===== config.mk =====
export PLATFORM = sky130hd
export DESIGN_NAME = multicycle_divider
export DESIGN_NICKNAME = d
export VERILOG_FILES = /design/src/rtl/multicycle_divider.sv
export SDC_FILE = /design/constraint.sdc
export NUM_CORES = 1
export LEC_CHECK = 0
export ABC_AREA = 1
export BUFFER_PORTS_ARGS = -buffer_cell sky130_fd_sc_hd__buf_2
export CORE_MARGIN = 2
export CORE_UTILIZATION = 33
export CTS_CLUSTER_SIZE = 40
export DETAILED_ROUTE_END_ITERATION = 6
export HOLD_SLACK_MARGIN = 0.05
export REMOVE_ABC_BUFFERS = 1
export SYNTH_ARGS = -nofsm -noshare
export SYNTH_HDL_FRONTEND = slang
export SYNTH_SLANG_ARGS = --single-unit

===== constraint.sdc =====
create_clock -name clk -period 12.15 [get_ports clk]
set_input_delay 3.645 -clock clk [delete_from_list [all_inputs] [get_ports clk]]
set_output_delay 3.645 -clock clk [all_outputs]
set_load 0.05 [all_outputs]

===== src/rtl/multicycle_divider.sv =====
// multicycle_divider
//   Iterative radix-2 restoring divider for DIV/DIVU in the EX stage.
//   One operation in flight at a time. The quotient goes to LO and the
//   remainder goes to HI. Latency is WIDTH+1 cycles, or 1 cycle on a
//   divide by zero.
//
// Ports
//   clk            rising-edge clock
//   rst            asynchronous reset, active low
//   start          request a divide (sampled in IDLE only)
//   signed_op      1 = DIV (signed), 0 = DIVU; sampled with start
//   dividend       numerator; sampled with start
//   divisor        denominator; sampled with start
//   cancel         pipeline flush; abort and return to IDLE
//   result_ack     EX consumed the result; leaves DONE
//   stall_request  combinational pipeline hold while a divide is in flight
//   done           quotient/remainder valid
//   quotient       result to LO
//   remainder      result to HI
module multicycle_divider #(
   parameter int WIDTH = 32
) (
   input  logic             clk,
   input  logic             rst,
   input  logic             start,
   input  logic             signed_op,
   input  logic [WIDTH-1:0] dividend,
   input  logic [WIDTH-1:0] divisor,
   input  logic             cancel,
   input  logic             result_ack,
   output logic             stall_request,
   output logic             done,
   output logic [WIDTH-1:0] quotient,
   output logic [WIDTH-1:0] remainder
);

   localparam int CW = $clog2(WIDTH);
   localparam logic [WIDTH-1:0] ONE = WIDTH'(1);

   typedef enum logic [1:0] {IDLE, BUSY, DONE} state_t;

   state_t           state;
   logic [WIDTH-1:0] dvd_q;    // dividend magnitude; MSB feeds each step
   logic [WIDTH-1:0] dvs_q;    // divisor magnitude
   logic [WIDTH-1:0] prem_q;   // partial remainder (always < divisor)
   logic [WIDTH-1:0] quo_q;    // quotient bits collected so far
   logic [CW-1:0]    cnt_q;
   logic             q_neg_q;
   logic             r_neg_q;

   // Operand magnitudes. The most-negative value wraps to itself, so the
   // signed-overflow case produces the most-negative quotient with no
   // special handling.
   logic             a_neg, b_neg;
   logic [WIDTH-1:0] a_mag, b_mag;

   assign a_neg = signed_op & dividend[WIDTH-1];
   assign b_neg = signed_op & divisor[WIDTH-1];
   assign a_mag = a_neg ? (~dividend + ONE) : dividend;
   assign b_mag = b_neg ? (~divisor + ONE) : divisor;

   // One restoring step. rem_sh is the (WIDTH+1)-bit shifted remainder.
   // Because rem_sh < 2*divisor, the borrow out of the subtraction is
   // exactly the "does not fit" condition.
   logic [WIDTH:0]   rem_sh, diff;
   logic             fits;
   logic [WIDTH-1:0] rem_nx, quo_nx, q_fin, r_fin;
   logic             last;

   assign rem_sh = {prem_q, dvd_q[WIDTH-1]};
   assign diff   = rem_sh - {1'b0, dvs_q};
   assign fits   = ~diff[WIDTH];
   assign rem_nx = fits ? diff[WIDTH-1:0] : rem_sh[WIDTH-1:0];
   assign quo_nx = {quo_q[WIDTH-2:0], fits};
   assign last   = (cnt_q == CW'(WIDTH - 1));
   assign q_fin  = q_neg_q ? (~quo_nx + ONE) : quo_nx;
   assign r_fin  = r_neg_q ? (~rem_nx + ONE) : rem_nx;

   assign stall_request = ((state == IDLE) & start & ~cancel) | (state == BUSY);

   always_ff @(posedge clk or negedge rst) begin
      if (!rst) begin
         state     <= IDLE;
         done      <= 1'b0;
         quotient  <= '0;
         remainder <= '0;
         cnt_q     <= '0;
         dvd_q     <= '0;
         dvs_q     <= '0;
         prem_q    <= '0;
         quo_q     <= '0;
         q_neg_q   <= 1'b0;
         r_neg_q   <= 1'b0;
      end else if (cancel) begin
         // Flush: results hold their last value, only the control state clears.
         state <= IDLE;
         done  <= 1'b0;
         cnt_q <= '0;
      end else begin
         case (state)
            IDLE: begin
               if (start) begin
                  if (divisor == '0) begin
                     quotient  <= '1;
                     remainder <= dividend;
                     done      <= 1'b1;
                     state     <= DONE;
                  end else begin
                     dvd_q   <= a_mag;
                     dvs_q   <= b_mag;
                     prem_q  <= '0;
                     quo_q   <= '0;
                     q_neg_q <= a_neg ^ b_neg;
                     r_neg_q <= a_neg;
                     cnt_q   <= '0;
                     state   <= BUSY;
                  end
               end
            end
            BUSY: begin
               dvd_q  <= {dvd_q[WIDTH-2:0], 1'b0};
               prem_q <= rem_nx;
               quo_q  <= quo_nx;
               cnt_q  <= cnt_q + CW'(1);
               if (last) begin
                  quotient  <= q_fin;
                  remainder <= r_fin;
                  done      <= 1'b1;
                  cnt_q     <= '0;
                  state     <= DONE;
               end
            end
            DONE: begin
               if (result_ack) begin
                  done  <= 1'b0;
                  state <= IDLE;
               end
            end
            default: state <= IDLE;
         endcase
      end
   end

endmodule


==> impl_metrics.env, run 1 <==
export IMPL_ys_seq_area_share_pct=34.7
export IMPL_holdCritPathClass="flop to flop"
export IMPL_grt_pass1_wl_um=70700
export IMPL_clockBufferDepth=3
export IMPL_syn2layout_area_growth_pct=14.5
export IMPL_dieHeight_um=213
export IMPL_crit_path_end="stall_request"
export IMPL_cts_setup_buffers=0
export IMPL_cts_hold_buffers=0
export IMPL_yosysTopAreaCell="dfrtp_1"
export IMPL_synth_cell_type_count=52
export IMPL_cts_made_buffers=26
export IMPL_initial_core_util_pct=33.5
export IMPL_hold_depth=2
export IMPL_cpMostUsedCell="buf_2"
export IMPL_finalWirelength_um=43400
export IMPL_drive_above_1_share_pct=11.4
export IMPL_die_w_um=213
export IMPL_cp_num_buf_inv=2
export IMPL_overflow=0
export IMPL_crit_path_end_kind="output pin"
export IMPL_cp_max_fo=7
export IMPL_synth_main_ff_cell="dfrtp_1"
export IMPL_core_area_mm2=0.0432
export IMPL_critPathLaunchType="input pin"
export IMPL_final_common_cell="nand2_1"
export IMPL_drtPass1Iterations=4
export IMPL_gp_congestion=0.907
export IMPL_final_cell_mix="nand2_1, inv_1, nor2_1, dfrtp_1, buf_2"
export IMPL_relSlewSlack_pct=25.1
export IMPL_dieArea_mm2=0.0456
export IMPL_slew_violations=0
export IMPL_cp_top_family="buffers and inverters"
export IMPL_diodes=0
export IMPL_hpwl_um=32400
export IMPL_cp_slowest_cell="buf_2"
export IMPL_synthArstFlopShare_pct=100
export IMPL_synthCells=2164
export IMPL_clk_pin_slew_ns=0.06
export IMPL_htree_levels=1
export IMPL_grt_util_all_layers_pct=19.3
export IMPL_nFillCells=4703
export IMPL_slowest_delay_ns=0.31
export IMPL_cap_violations=0
export IMPL_drc=0
export IMPL_regArea_mm2=0.00503
export IMPL_r2r_slack_ns=6.93
export IMPL_worstMarginPinSlew_ns=1.12
export IMPL_cts_sinks=201
export IMPL_syn_area_mm2=0.0145
export IMPL_cts_resized=0
export IMPL_grt_pass1_vias=13736
export IMPL_grt_max_degree=120
export IMPL_crit_arrival_ns=4.34
export IMPL_rr_worst_depth=27
export IMPL_cp_depth=3
export IMPL_portBuffers=135
export IMPL_nNetsFinal=2380
export IMPL_num_vias=14039
export IMPL_wl_per_cell_um=15.1
export IMPL_tritoncts="done"
export IMPL_fin_worst_skew_ns=0.0138
export IMPL_multi_input_area_mm2=0.00796
export IMPL_clk_latency_ns=0.56
export IMPL_crit_type="input pin to output pin"
export IMPL_syn_area_per_cell_um2=6.69
export IMPL_yosysWarnings=0
export IMPL_fp_row_count=76
export IMPL_crit_chain="buf_2 > o31ai_1 > buf_2"
export IMPL_synth_seq_cells=201
export IMPL_max_freq_mhz=125
export IMPL_r2r_start="dvd_q[31]$_DFFE_PN0P_"
export IMPL_synth_edf_count=0
export IMPL_finalSetupTns_ns=0
export IMPL_drt_antenna_violating_nets=0
export IMPL_post_route_period_util_pct=65.8
export IMPL_startpoint="cancel"
export IMPL_run_status="completed"
export IMPL_setup_violations=0
export IMPL_synth_area_leaders="dfrtp_1, nand2_1, inv_1"
export IMPL_cts_root_buf="clkbuf_16"
export IMPL_r2r_end="quotient[28]$_DFFE_PN0P_"
export IMPL_antenna_found_initial=0
export IMPL_pin_count=136
export IMPL_required_ns=8.50
export IMPL_timing_final_crit_period_ns=7.99
export IMPL_final_hold_viol_count=0
export IMPL_drtIter0Drc=1116
export IMPL_viasPerCell=4.89
export IMPL_rsz0062_at_grt="false"
export IMPL_synth_top_area_share_pct=34.7
==> how the worst min path moves through the flow <==
stage | endpoint | from
floorplan | dvd_q[7]$_DFFE_PN0P_ | dvd_q[7]$_DFFE_PN0P_
global placement | dvd_q[27]$_DFFE_PN0P_ | dvd_q[27]$_DFFE_PN0P_
detailed placement | dvd_q[27]$_DFFE_PN0P_ | dvd_q[27]$_DFFE_PN0P_
CTS | dvd_q[27]$_DFFE_PN0P_ | dvd_q[27]$_DFFE_PN0P_
global route | dvd_q[6]$_DFFE_PN0P_ | dvd_q[6]$_DFFE_PN0P_
finish | dvd_q[27]$_DFFE_PN0P_ | dvd_q[27]$_DFFE_PN0P_
==> metrics by stage <==
| step | setup slack (ns) | hold slack (ns) | std cells | area (um^2) | util (%) |
|---|---|---|---|---|---|
| 5_1_grt | 4.06 | 0.493 | 2871 | 16600 | 38.4 |
| 6_report | 4.16 | 0.472 | 2871 | 16600 | 38.4 |
| 2_1_floorplan | 3.34 | 0.444 | 2093 | 14100 | - |
| 4_1_cts | 4.16 | 0.477 | 2871 | 16600 | 38.4 |
| 3_3_place_gp | 4.19 | 0.456 | 2825 | 15700 | 36.3 |
| 3_5_place_dp | 4.17 | 0.460 | 2825 | 15700 | 36.3 |
==> cells in the mapped netlist (5+ instances only) <==
cell      number
nand2_1      663
inv_1        300
nor2_1       212
dfrtp_1      201
o21ai_0      118
nand3_1      117
a21oi_1       81
o22ai_1       69
xor2_1        53
clkbuf_1      49
ha_1          41
nor3_1        25
xnor2_1       25
nand2_2       21
nand4_1       21
o211ai_1      17
nor2_2        11
nor4_1        11
a31oi_1       10
nand3b_1      10
o31ai_1       10
nand2_4        9
buf_1          8
o21bai_1       8
buf_2          7
o21ai_1        7
or2_2          7
clkinv_1       6
o21ai_2        5
==> area by class of cell <==
cell class              count  area share [%]
well taps                 585            4.42
inverters                 310            7.02
flip-flops and latches    201            30.3
clock inverters            10            1.01
clock buffers              36            4.51
repair buffers            147            4.67
multi-input cells        1582            48.0
==> registers in the layout, indices dropped and copies added (netlist names) <==
signal     count
cnt_q          5
done           1
dvd_q         32
dvs_q         32
prem_q        32
q_neg_q        1
quo_q         31
quotient      32
r_neg_q        1
remainder     32
state          2
==> worst min-delay path, stage by stage (launching register included) <==
cell     delay, ns
dfrtp_1       0.34
nand2_1       0.05
nand2_1       0.05
==> per-layer routing <==
| metal | wire (um) | global-route usage, % |
|---|---|---|
| met5 | 0 | 0 |
| met4 | 1740 | 7.14 |
| met3 | 1910 | 2.42 |
| met2 | 20300 | 33.0 |
| met1 | 19500 | 25.0 |
==> kinds of logic (layout without fill, tap and decap cells) <==
logic type      Yosys count  count (layout)  synth area share [%]
buf+inv                 381             503                  10.4
compound gates          345             345                  14.0
xor+xnor                 78              78                  4.72
flops                   201             201                  34.7
simple gates           1117            1117                  32.5
fa+ha+maj                42              42                  3.68
Power of run 1 is not shown: default switching activity piles up to over one toggle a cycle in this logic, so the estimate is an artifact.
==> run 2, diff against run 1 <==
==> constraint.sdc (replaced) <==
create_clock -name clk -period 6.65 [get_ports clk]
set_input_delay 1.995 -clock clk [delete_from_list [all_inputs] [get_ports clk]]
set_output_delay 1.995 -clock clk [all_outputs]
set_load 0.05 [all_outputs]
==> run 2 against run 1 <==
Net effect:
- register-to-register slack lost 5.4 ns
- hold slack gained 0.0036 ns
- die area is the same
- wire length grew 0.81%
- critical path depth grew 24
- design area shrank 0.27%
- count of clock-buffer cells in the layout is the same
==> impl_metrics.env, run 2 (same netlist as run 1, synthesis figures left out) <==
export IMPL_run_status="completed"
export IMPL_timing_final_crit_period_ns=5.14
export IMPL_post_route_period_util_pct=77.3
export IMPL_crit_type="flop to flop"
export IMPL_final_hold_viol_count=0
export IMPL_setup_violations=0
export IMPL_core_area_mm2=0.0432
export IMPL_cts_resized=0
export IMPL_drive_above_1_share_pct=11.4
export IMPL_drtIter0Drc=1081
export IMPL_tritoncts="done"
export IMPL_viasPerCell=4.90
export IMPL_drc=0
export IMPL_worstMarginPinSlew_ns=1.06
export IMPL_max_freq_mhz=195
export IMPL_syn2layout_area_growth_pct=14.2
export IMPL_finalWirelength_um=43700
export IMPL_cp_max_fo=29
export IMPL_pin_count=136
export IMPL_fin_util_pct=38.3
export IMPL_fin_worst_skew_ns=0.0104
export IMPL_htree_levels=1
export IMPL_gp_congestion=0.904
export IMPL_required_ns=7.05
export IMPL_place_ws_ns=1.16
export IMPL_portBuffers=135
export IMPL_nFillCells=4699
export IMPL_cts_setup_buffers=0
export IMPL_crit_path_end_kind="flop"
export IMPL_cap_violations=0
export IMPL_slowest_delay_ns=0.46
export IMPL_cts_made_buffers=25
export IMPL_clockBufferDepth=3
export IMPL_num_vias=14065
export IMPL_critPathLaunchType="flop"
export IMPL_holdCritPathClass="flop to flop"
export IMPL_relSlewSlack_pct=29.5
export IMPL_cts_sinks=201
export IMPL_slew_violations=0
export IMPL_final_area_mm2=0.0165
export IMPL_placed_area_mm2=0.0157
export IMPL_cts_root_buf="clkbuf_16"
export IMPL_clk_pin_slew_ns=0.06
export IMPL_antenna_found_initial=0
export IMPL_drtPass1Iterations=5
export IMPL_regArea_mm2=0.00503
export IMPL_initial_core_util_pct=33.5
export IMPL_rr_worst_depth=27
export IMPL_final_cell_mix="nand2_1, inv_1, nor2_1, dfrtp_1, buf_2"
export IMPL_cts_hold_buffers=0
export IMPL_grt_pass1_vias=13470
export IMPL_die_w_um=213
export IMPL_cp_slowest_cell="nand2_2"
export IMPL_grt_util_all_layers_pct=19.3
export IMPL_drt_antenna_violating_nets=0
export IMPL_layout_setup_ws_ns=1.51
export IMPL_fp_row_count=76
export IMPL_hpwl_um=33300
export IMPL_dieHeight_um=213
export IMPL_nNetsFinal=2382
export IMPL_clk_latency_ns=0.54
export IMPL_dieArea_mm2=0.0456
export IMPL_final_common_cell="nand2_1"
export IMPL_crit_arrival_ns=5.54
export IMPL_wl_per_cell_um=15.2
export IMPL_grt_max_degree=127
export IMPL_rsz0062_at_grt="false"
export IMPL_overflow=0
export IMPL_multi_input_area_mm2=0.00796
export IMPL_hold_depth=2
export IMPL_grt_pass1_wl_um=70200
export IMPL_cpMostUsedCell="nand2_2"
[run 2: cell types whose count changed in the layout (fill, tap and decap cells not counted), sizes merged]
cell and change:
diode +1, inv +1, clkinvlp -1, clkinv -1
buf +3, bufinv -1
[run 2: cell type report]
class | instances | share of cell area, %
Tap cell | 585 | 4.43
Clock buffer | 36 | 4.40
Multi-Input combinational cell | 1582 | 48.2
Antenna cell | 1 | 0.0151
Clock inverter | 8 | 0.719
Timing Repair Buffer | 150 | 4.82
Sequential cell | 201 | 30.4
Inverter | 310 | 7.04
[run 2: routing by layer]
| layer | vias to the layer above | GRT usage, % | wire (um) |
|---|---|---|---|
| li1 | 7142 | - | - |
| met1 | 6578 | 25.4 | 20100 |
| met2 | 283 | 33.2 | 20700 |
| met3 | 62 | 2.08 | 1750 |
| met4 | 0 | 5.75 | 1250 |
| met5 | - | 0 | 0 |
[run 2: path summary, 6_finish.rpt]
kind | end | startpoint | slack [ns]
min in group asynchronous | quotient[1]$_DFFE_PN0P_ | rst | 1.65
setup reg to reg | quotient[28]$_DFFE_PN0P_ | dvd_q[31]$_DFFE_PN0P_ | 1.51
max in group asynchronous | dvd_q[5]$_DFFE_PN0P_ | rst | 3.74
hold reg to reg | remainder[14]$_DFFE_PN0P_ | remainder[14]$_DFFE_PN0P_ | 0.48
setup / recovery | quotient[28]$_DFFE_PN0P_ | dvd_q[31]$_DFFE_PN0P_ | 1.51
hold / removal | remainder[14]$_DFFE_PN0P_ | remainder[14]$_DFFE_PN0P_ | 0.48
[run 2: critical path, delay by kind of cell, from the launching register on]
kind                     cells  cell delay [ns]
AO/OA/AOI/OAI                2             0.25
buffers and inverters        3             0.26
flip-flops                   1             0.38
XOR/XNOR                     1             0.16
AND/OR/NAND/NOR             18             3.03
adder cells (fa/ha/maj)      3             0.89
[run 2: per-stage QoR]
step | setup TNS [ns] | std cells | hold WS [ns]
2_1_floorplan | -26.92 | 2093 | 0.444
3_3_place_gp | 0 | 2828 | 0.457
3_5_place_dp | 0 | 2828 | 0.464
4_1_cts | 0 | 2872 | 0.480
5_1_grt | 0 | 2872 | 0.488
6_report | 0 | 2873 | 0.476
Power of run 2 is left out for the same reason.
